**config.mk**
```make
export PLATFORM = sky130hd
export DESIGN_NAME = hilo_issue_queue
export DESIGN_NICKNAME = d
export VERILOG_FILES = /design/src/rtl/hilo_issue_queue.sv
export SDC_FILE = /design/constraint.sdc
export NUM_CORES = 2
export LEC_CHECK = 0
export CORE_MARGIN = 5
export CORE_UTILIZATION = 45
export CTS_BUF_LIST = sky130_fd_sc_hd__clkbuf_8
export CTS_CLUSTER_DIAMETER = 100
export DETAILED_ROUTE_END_ITERATION = 7
export PLACE_DENSITY = 0.66
export SYNTH_ARGS = -nofsm -noshare
export SYNTH_HDL_FRONTEND = slang
export SYNTH_SLANG_ARGS = --single-unit
export TNS_END_PERCENT = 30
```
**constraint.sdc**
```tcl
create_clock -name clk -period 3.8 [get_ports clk]
set_clock_uncertainty 0.15 [all_clocks]
set_input_delay 0.38 -clock clk [delete_from_list [all_inputs] [get_ports clk]]
set_output_delay 0.38 -clock clk [all_outputs]
set_load 0.02 [all_outputs]
```
**src/rtl/hilo_issue_queue.sv**
```systemverilog
// In-order issue queue feeding the HI/LO functional unit.
// Buffers dispatched ops, captures operands from the result bus, and issues the oldest op once it is fully ready.
module hilo_issue_queue #(
  parameter int DEPTH  = 4,
  parameter int ST_WD  = 32,
  parameter int TAG_WD = 6
) (
  input  logic              clk,
  input  logic              resetn,
  input  logic              flush,
  input  logic              enq_valid,
  output logic              enq_ready,
  input  logic [11:0]       enq_op,
  input  logic [ST_WD-1:0]  enq_status,
  input  logic              enq_s1_rdy,
  input  logic [TAG_WD-1:0] enq_s1_tag,
  input  logic [31:0]       enq_s1_val,
  input  logic              enq_s2_rdy,
  input  logic [TAG_WD-1:0] enq_s2_tag,
  input  logic [63:0]       enq_s2_val,
  input  logic              cdb_valid,
  input  logic [TAG_WD-1:0] cdb_tag,
  input  logic [31:0]       cdb_data,
  input  logic [31:0]       cdb_extra,
  input  logic              fu_done,
  output logic              iss_ready,
  output logic [11:0]       iss_op,
  output logic [ST_WD-1:0]  iss_status,
  output logic [31:0]       iss_rdata1,
  output logic [63:0]       iss_rdata2
);

  localparam int PW = $clog2(DEPTH);
  localparam logic [PW:0] FULL = (PW+1)'(DEPTH);

  logic [DEPTH-1:0]  e_valid;
  logic [DEPTH-1:0]  e_s1_rdy;
  logic [DEPTH-1:0]  e_s2_rdy;
  logic [11:0]       e_op     [DEPTH];
  logic [ST_WD-1:0]  e_status [DEPTH];
  logic [TAG_WD-1:0] e_s1_tag [DEPTH];
  logic [TAG_WD-1:0] e_s2_tag [DEPTH];
  logic [31:0]       e_s1_val [DEPTH];
  logic [63:0]       e_s2_val [DEPTH];

  logic [PW-1:0] head;
  logic [PW-1:0] tail;
  logic [PW:0]   count;
  logic          in_flight;

  logic do_enq;
  logic head_ready;
  logic enq_s1_byp;
  logic enq_s2_byp;

  assign enq_ready  = (count != FULL);
  assign do_enq     = enq_valid & enq_ready & ~flush;
  assign head_ready = e_valid[head] & e_s1_rdy[head] & e_s2_rdy[head];
  // fu_done in the same cycle frees the FU, so back-to-back issue is allowed
  assign iss_ready  = head_ready & (~in_flight | fu_done) & ~flush;
  assign enq_s1_byp = ~enq_s1_rdy & cdb_valid & (enq_s1_tag == cdb_tag);
  assign enq_s2_byp = ~enq_s2_rdy & cdb_valid & (enq_s2_tag == cdb_tag);

  always_comb begin
    iss_op     = '0;
    iss_status = '0;
    iss_rdata1 = '0;
    iss_rdata2 = '0;
    if (e_valid[head]) begin
      iss_op     = e_op[head];
      iss_status = e_status[head];
      iss_rdata1 = e_s1_val[head];
      iss_rdata2 = e_s2_val[head];
    end
  end

  always_ff @(posedge clk or negedge resetn) begin
    if (!resetn) begin
      e_valid   <= '0;
      e_s1_rdy  <= '0;
      e_s2_rdy  <= '0;
      head      <= '0;
      tail      <= '0;
      count     <= '0;
      in_flight <= 1'b0;
      for (int i = 0; i < DEPTH; i++) begin
        e_op[i]     <= '0;
        e_status[i] <= '0;
        e_s1_tag[i] <= '0;
        e_s2_tag[i] <= '0;
        e_s1_val[i] <= '0;
        e_s2_val[i] <= '0;
      end
    end else begin
      // The FU always finishes its current op, so flush leaves in_flight alone
      if (iss_ready)
        in_flight <= 1'b1;
      else if (fu_done)
        in_flight <= 1'b0;

      if (flush) begin
        e_valid <= '0;
        head    <= '0;
        tail    <= '0;
        count   <= '0;
      end else begin
        for (int i = 0; i < DEPTH; i++) begin
          if (e_valid[i] && cdb_valid && !e_s1_rdy[i] && (e_s1_tag[i] == cdb_tag)) begin
            e_s1_rdy[i] <= 1'b1;
            e_s1_val[i] <= cdb_data;
          end
          if (e_valid[i] && cdb_valid && !e_s2_rdy[i] && (e_s2_tag[i] == cdb_tag)) begin
            e_s2_rdy[i] <= 1'b1;
            e_s2_val[i] <= {cdb_extra, cdb_data};
          end
        end

        // The tail slot is never valid while enqueue is possible, so no wakeup collides with this write
        if (do_enq) begin
          e_valid[tail]  <= 1'b1;
          e_op[tail]     <= enq_op;
          e_status[tail] <= enq_status;
          e_s1_tag[tail] <= enq_s1_tag;
          e_s2_tag[tail] <= enq_s2_tag;
          e_s1_rdy[tail] <= enq_s1_rdy | enq_s1_byp;
          e_s2_rdy[tail] <= enq_s2_rdy | enq_s2_byp;
          e_s1_val[tail] <= enq_s1_byp ? cdb_data : enq_s1_val;
          e_s2_val[tail] <= enq_s2_byp ? {cdb_extra, cdb_data} : enq_s2_val;
          tail           <= tail + PW'(1);
        end

        if (iss_ready) begin
          e_valid[head] <= 1'b0;
          head          <= head + PW'(1);
        end

        case ({do_enq, iss_ready})
          2'b10:   count <= count + (PW+1)'(1);
          2'b01:   count <= count - (PW+1)'(1);
          default: count <= count;
        endcase
      end
    end
  end

endmodule

```
==> impl_results.rst <==
.. list-table::
   :header-rows: 1

   * - Metric
     - Value
   * - Largest net degree at the start of global routing
     - 109
   * - Core region area
     - 80,400 um2
   * - Clock tree from TritonCTS
     - done
   * - Endpoint kind of the worst setup timing path
     - output pin
   * - Chip Height
     - 294 um
   * - Post-layout instance count excluding filler cells
     - 5,030
   * - Max-Slew Margin vs Limit
     - 29.5%
   * - Number of distinct library cells after synthesis
     - 45
   * - Global route total overflow
     - 0
   * - Number of hold violations in the final report
     - 0
   * - Count of nets left with antenna violations after detail routing
     - 0
   * - Post-synth top area share
     - 43.1%
   * - Setup CP Type
     - flop to output pin
   * - Count of H-tree levels built during CTS
     - 3
   * - Critical path launch point
     - head[0]
   * - Worst Setup Start Kind
     - flop
   * - Cell with the most instances after synthesis
     - sky130_fd_sc_hd__nand2_1
   * - Drc violations
     - 0
   * - Via count of the first global-routing pass
     - 30,400
   * - Dominant delay contributor by cell family on the critical path
     - buffers and inverters
   * - Per-instance average area after synthesis
     - 10.1 um2
   * - Pins Over Slew Limit
     - 0
   * - Final-stage net count
     - 4,099
   * - Combined buffer and inverter count along the critical path
     - 2
   * - Gpl congestion
     - 0.821
   * - Total Power Consumption
     - 28,200 uW
   * - Unrepaired setup endpoints after global routing
     - true
   * - Sinks on Clock Net
     - 628
   * - Class of the tightest hold or removal check
     - input port to flop
   * - Nets in the synthesized netlist
     - 3,845
   * - Post-synthesis cell type with the largest combined area
     - sky130_fd_sc_hd__dfrtp_1
   * - Proportion of layout cells with a drive suffix above 1
     - 22.0%
   * - Final worst-path cycle share
     - 97.7%
   * - Detailed-route wire length
     - 121,000 um
   * - Crit Reg-Reg Startpoint
     - head[0]
   * - Post-route core utilization
     - 54.6%
   * - Slowest stage cell, crit path
     - sky130_fd_sc_hd__dfrtp_4
   * - Delay of the slowest critical-path stage
     - 660 ps
   * - Post-Syn Area
     - 36,400 um2
   * - Cell Pwr Density
     - 642 nW/um2
   * - Worst Path Required
     - 3270 ps
   * - Number of buffer cells added on primary ports
     - 371
   * - Global routing usage summed across all routing layers
     - 27.2%
   * - Die Width
     - 294 um
   * - Count of routing violations after the opening detailed-route iteration
     - 2,577
   * - Final setup viols
     - 0
   * - Cells after Synth
     - 3,606
   * - CTS root buffer
     - sky130_fd_sc_hd__clkbuf_8
   * - Initial DRT Pass Iterations
     - 5
   * - Final routed wire length divided by cell count
     - 24.1 um
   * - Fraction of the yosys area taken by sequential cells
     - 43.1%
   * - Count of warnings emitted by yosys
     - 0
   * - Max-cap check violation count
     - 0
   * - Highest ir drop seen on vdd
     - 0.000336 V
   * - Max clock buf depth
     - 3
   * - Async set-or-reset flop fraction in the synthesized netlist
     - 100%
   * - Number of flops mapped to enable cells by yosys
     - 0
   * - Clock-pin transition on the worst setup and hold timing paths
     - 60 ps
   * - Initial cell density of the core
     - 45.3%
   * - Critical path cell sequence
     - mux2_2, o21ai_4, buf_12, nor2b_1, clkdlybuf4s50_1
   * - Predominant post-synthesis flop cell
     - sky130_fd_sc_hd__dfrtp_1
   * - Worst-Skew Late Latency
     - 750 ps
   * - Cell types with the largest area share after synthesis
     - sky130_fd_sc_hd__dfrtp_1 43%, sky130_fd_sc_hd__o221a_2 11%, sky130_fd_sc_hd__mux2i_1 11%
   * - # placed instances
     - 4,800
   * - Leak pwr
     - 0.0191 uW
   * - FILL cells
     - 7,078
   * - HPWL after DPL
     - 71,900 um
   * - Number of clock buffers inserted by TritonCTS
     - 113
   * - Antenna violations before repair
     - 22
   * - Crit-path max FO
     - 63
   * - Via density
     - 5.91
   * - Aggregate negative setup slack
     - 0 ps
   * - Leading post-synthesis cells by instance count
     - 683 x sky130_fd_sc_hd__nand2_1, 653 x sky130_fd_sc_hd__nor2_1, 628 x sky130_fd_sc_hd__dfrtp_1
   * - Area grow syn2layout
     - 20.5%
   * - Synthesized flop and latch total
     - 628
   * - Die Outline Area
     - 86,700 um2
   * - Beginning of the worst hold path
     - enq_status[23]
   * - Number of placement rows
     - 104
   * - Via count
     - 29,700
   * - Post-layout min period
     - 3710 ps
   * - First-pass GRT wire length
     - 185,000 um
   * - Max Clk Rate
     - 0.269 GHz
   * - Status
     - completed
   * - Number of top-level pins
     - 372
   * - Slew @ Worst Pin
     - 1060 ps
   * - Data arrival time of the critical path
     - 3180 ps
## cells by family (layout without fill, tap and decap cells)
family,after synthesis,in the layout,synth area share [%]
simple gates,1609,1609,18.5
flops,628,628,43.1
mux,527,527,19.3
compound gates,422,422,12.6
buf+inv,348,694,4.60
xor+xnor,63,63,1.55
fa+ha+maj,9,9,0.330
other cells,0,18,0
## worst paths after layout
path / end / slack, ps / cells past startpoint
setup / recovery: iss_status[26] / 90 / 5
hold / removal: e_status[87] / 110 / 3
setup reg to reg: count[1] / 710 / 8
hold reg to reg: e_status[41] / 320 / 2
max in group asynchronous: e_status[83] / 2300 / 4
min in group asynchronous: e_s1_val[111] / 170 / 2
## power breakdown
group          total [uW]  leakage (uW)  internal, uW  switching [uW]
Sequential          11200       0.00794          9560            1680
Combinational       10300       0.00983          5920            4380
Clock                6620       0.00136          3560            3060
## state kept, by name, indices dropped and copies added (netlist names), 2 cells and up
register,flops
head,2
e_s2_rdy,4
e_s2_tag,24
e_op,48
e_s1_val,128
e_status,128
count,3
e_s1_tag,24
tail,2
e_s1_rdy,4
e_s2_val,256
e_valid,4
## metrics by stage
| stage | setup WS [ps] | hold WS (ps) | instance area [um2] |
|---|---|---|---|
| after detailed placement | 449 | 307 | 41400 |
| after global placement | 455 | 302 | 41400 |
| after floorplan | 1140 | -65.6 | 36400 |
| final | 88.7 | 106 | 43900 |
| after global routing | -9.87 | 63.0 | 43900 |
| after CTS | 12.4 | 39.4 | 43800 |
## final cells by class
class,instances,area (um2),area share [%]
multi-input combinational,2630,19200,43.8
sequential,628,15700,35.8
timing repair buffer,483,5220,11.9
clock buffer,145,2000,4.55
tap,1060,1330,3.02
clock inverter,62,354,0.807
antenna,18,45.0,0.103
inverter,4,15.0,0.0342
## worst register-to-register path: stages (launching register included)
cell,delay (ps)
sky130_fd_sc_hd__dfrtp_4,660
sky130_fd_sc_hd__mux2_2,420
sky130_fd_sc_hd__and3_1,190
sky130_fd_sc_hd__a22oi_1,230
sky130_fd_sc_hd__buf_4,240
sky130_fd_sc_hd__nor3_1,80
sky130_fd_sc_hd__fa_1,540
sky130_fd_sc_hd__or4b_1,430
sky130_fd_sc_hd__nand4_1,80
## layout by cell type (no fill, tap or decap), drive strengths merged, types with 2 or more instances in the layout
master / count
a21oi: 11
a22oi: 5
and3: 5
buf: 111
bufinv: 2
clkbuf: 145
clkdlybuf4s50: 367
clkinv: 12
clkinvlp: 4
dfrtp: 628
diode: 18
dlygate4sd3: 2
dlymetal6s2s: 2
ha: 8
inv: 48
mux2i: 386
mux4: 140
nand2: 683
nand2b: 15
nand3: 7
nand4: 10
nand4b: 2
nor2: 653
nor2b: 142
nor3: 17
nor4: 3
o21ai: 13
o221a: 384
o31a: 8
or2: 64
or4b: 2
xnor2: 25
xor2: 37
## metal layers
| layer | track usage (%) | routed length [um] | vias up |
|---|---|---|---|
| met5 | 0 | 41 | - |
| met4 | 9.46 | 4000 | 6 |
| met3 | 5.12 | 9280 | 252 |
| met2 | 44.2 | 57800 | 1212 |
| met1 | 37.0 | 50000 | 15000 |
| li1 | - | - | 13300 |
## repair_timing
| item | in CTS | in global routing |
|---|---|---|
| buffers inserted | 2 | 0 |
| hold buffers | 2 | 0 |
| hold endpoints to repair | 90 | 0 |
| gates cloned | 1 | 0 |
| setup endpoints to repair | 72 | 18 |
| gates resized for setup | 5 | 6 |
Note: power is estimated with default switching activity, not from simulation.
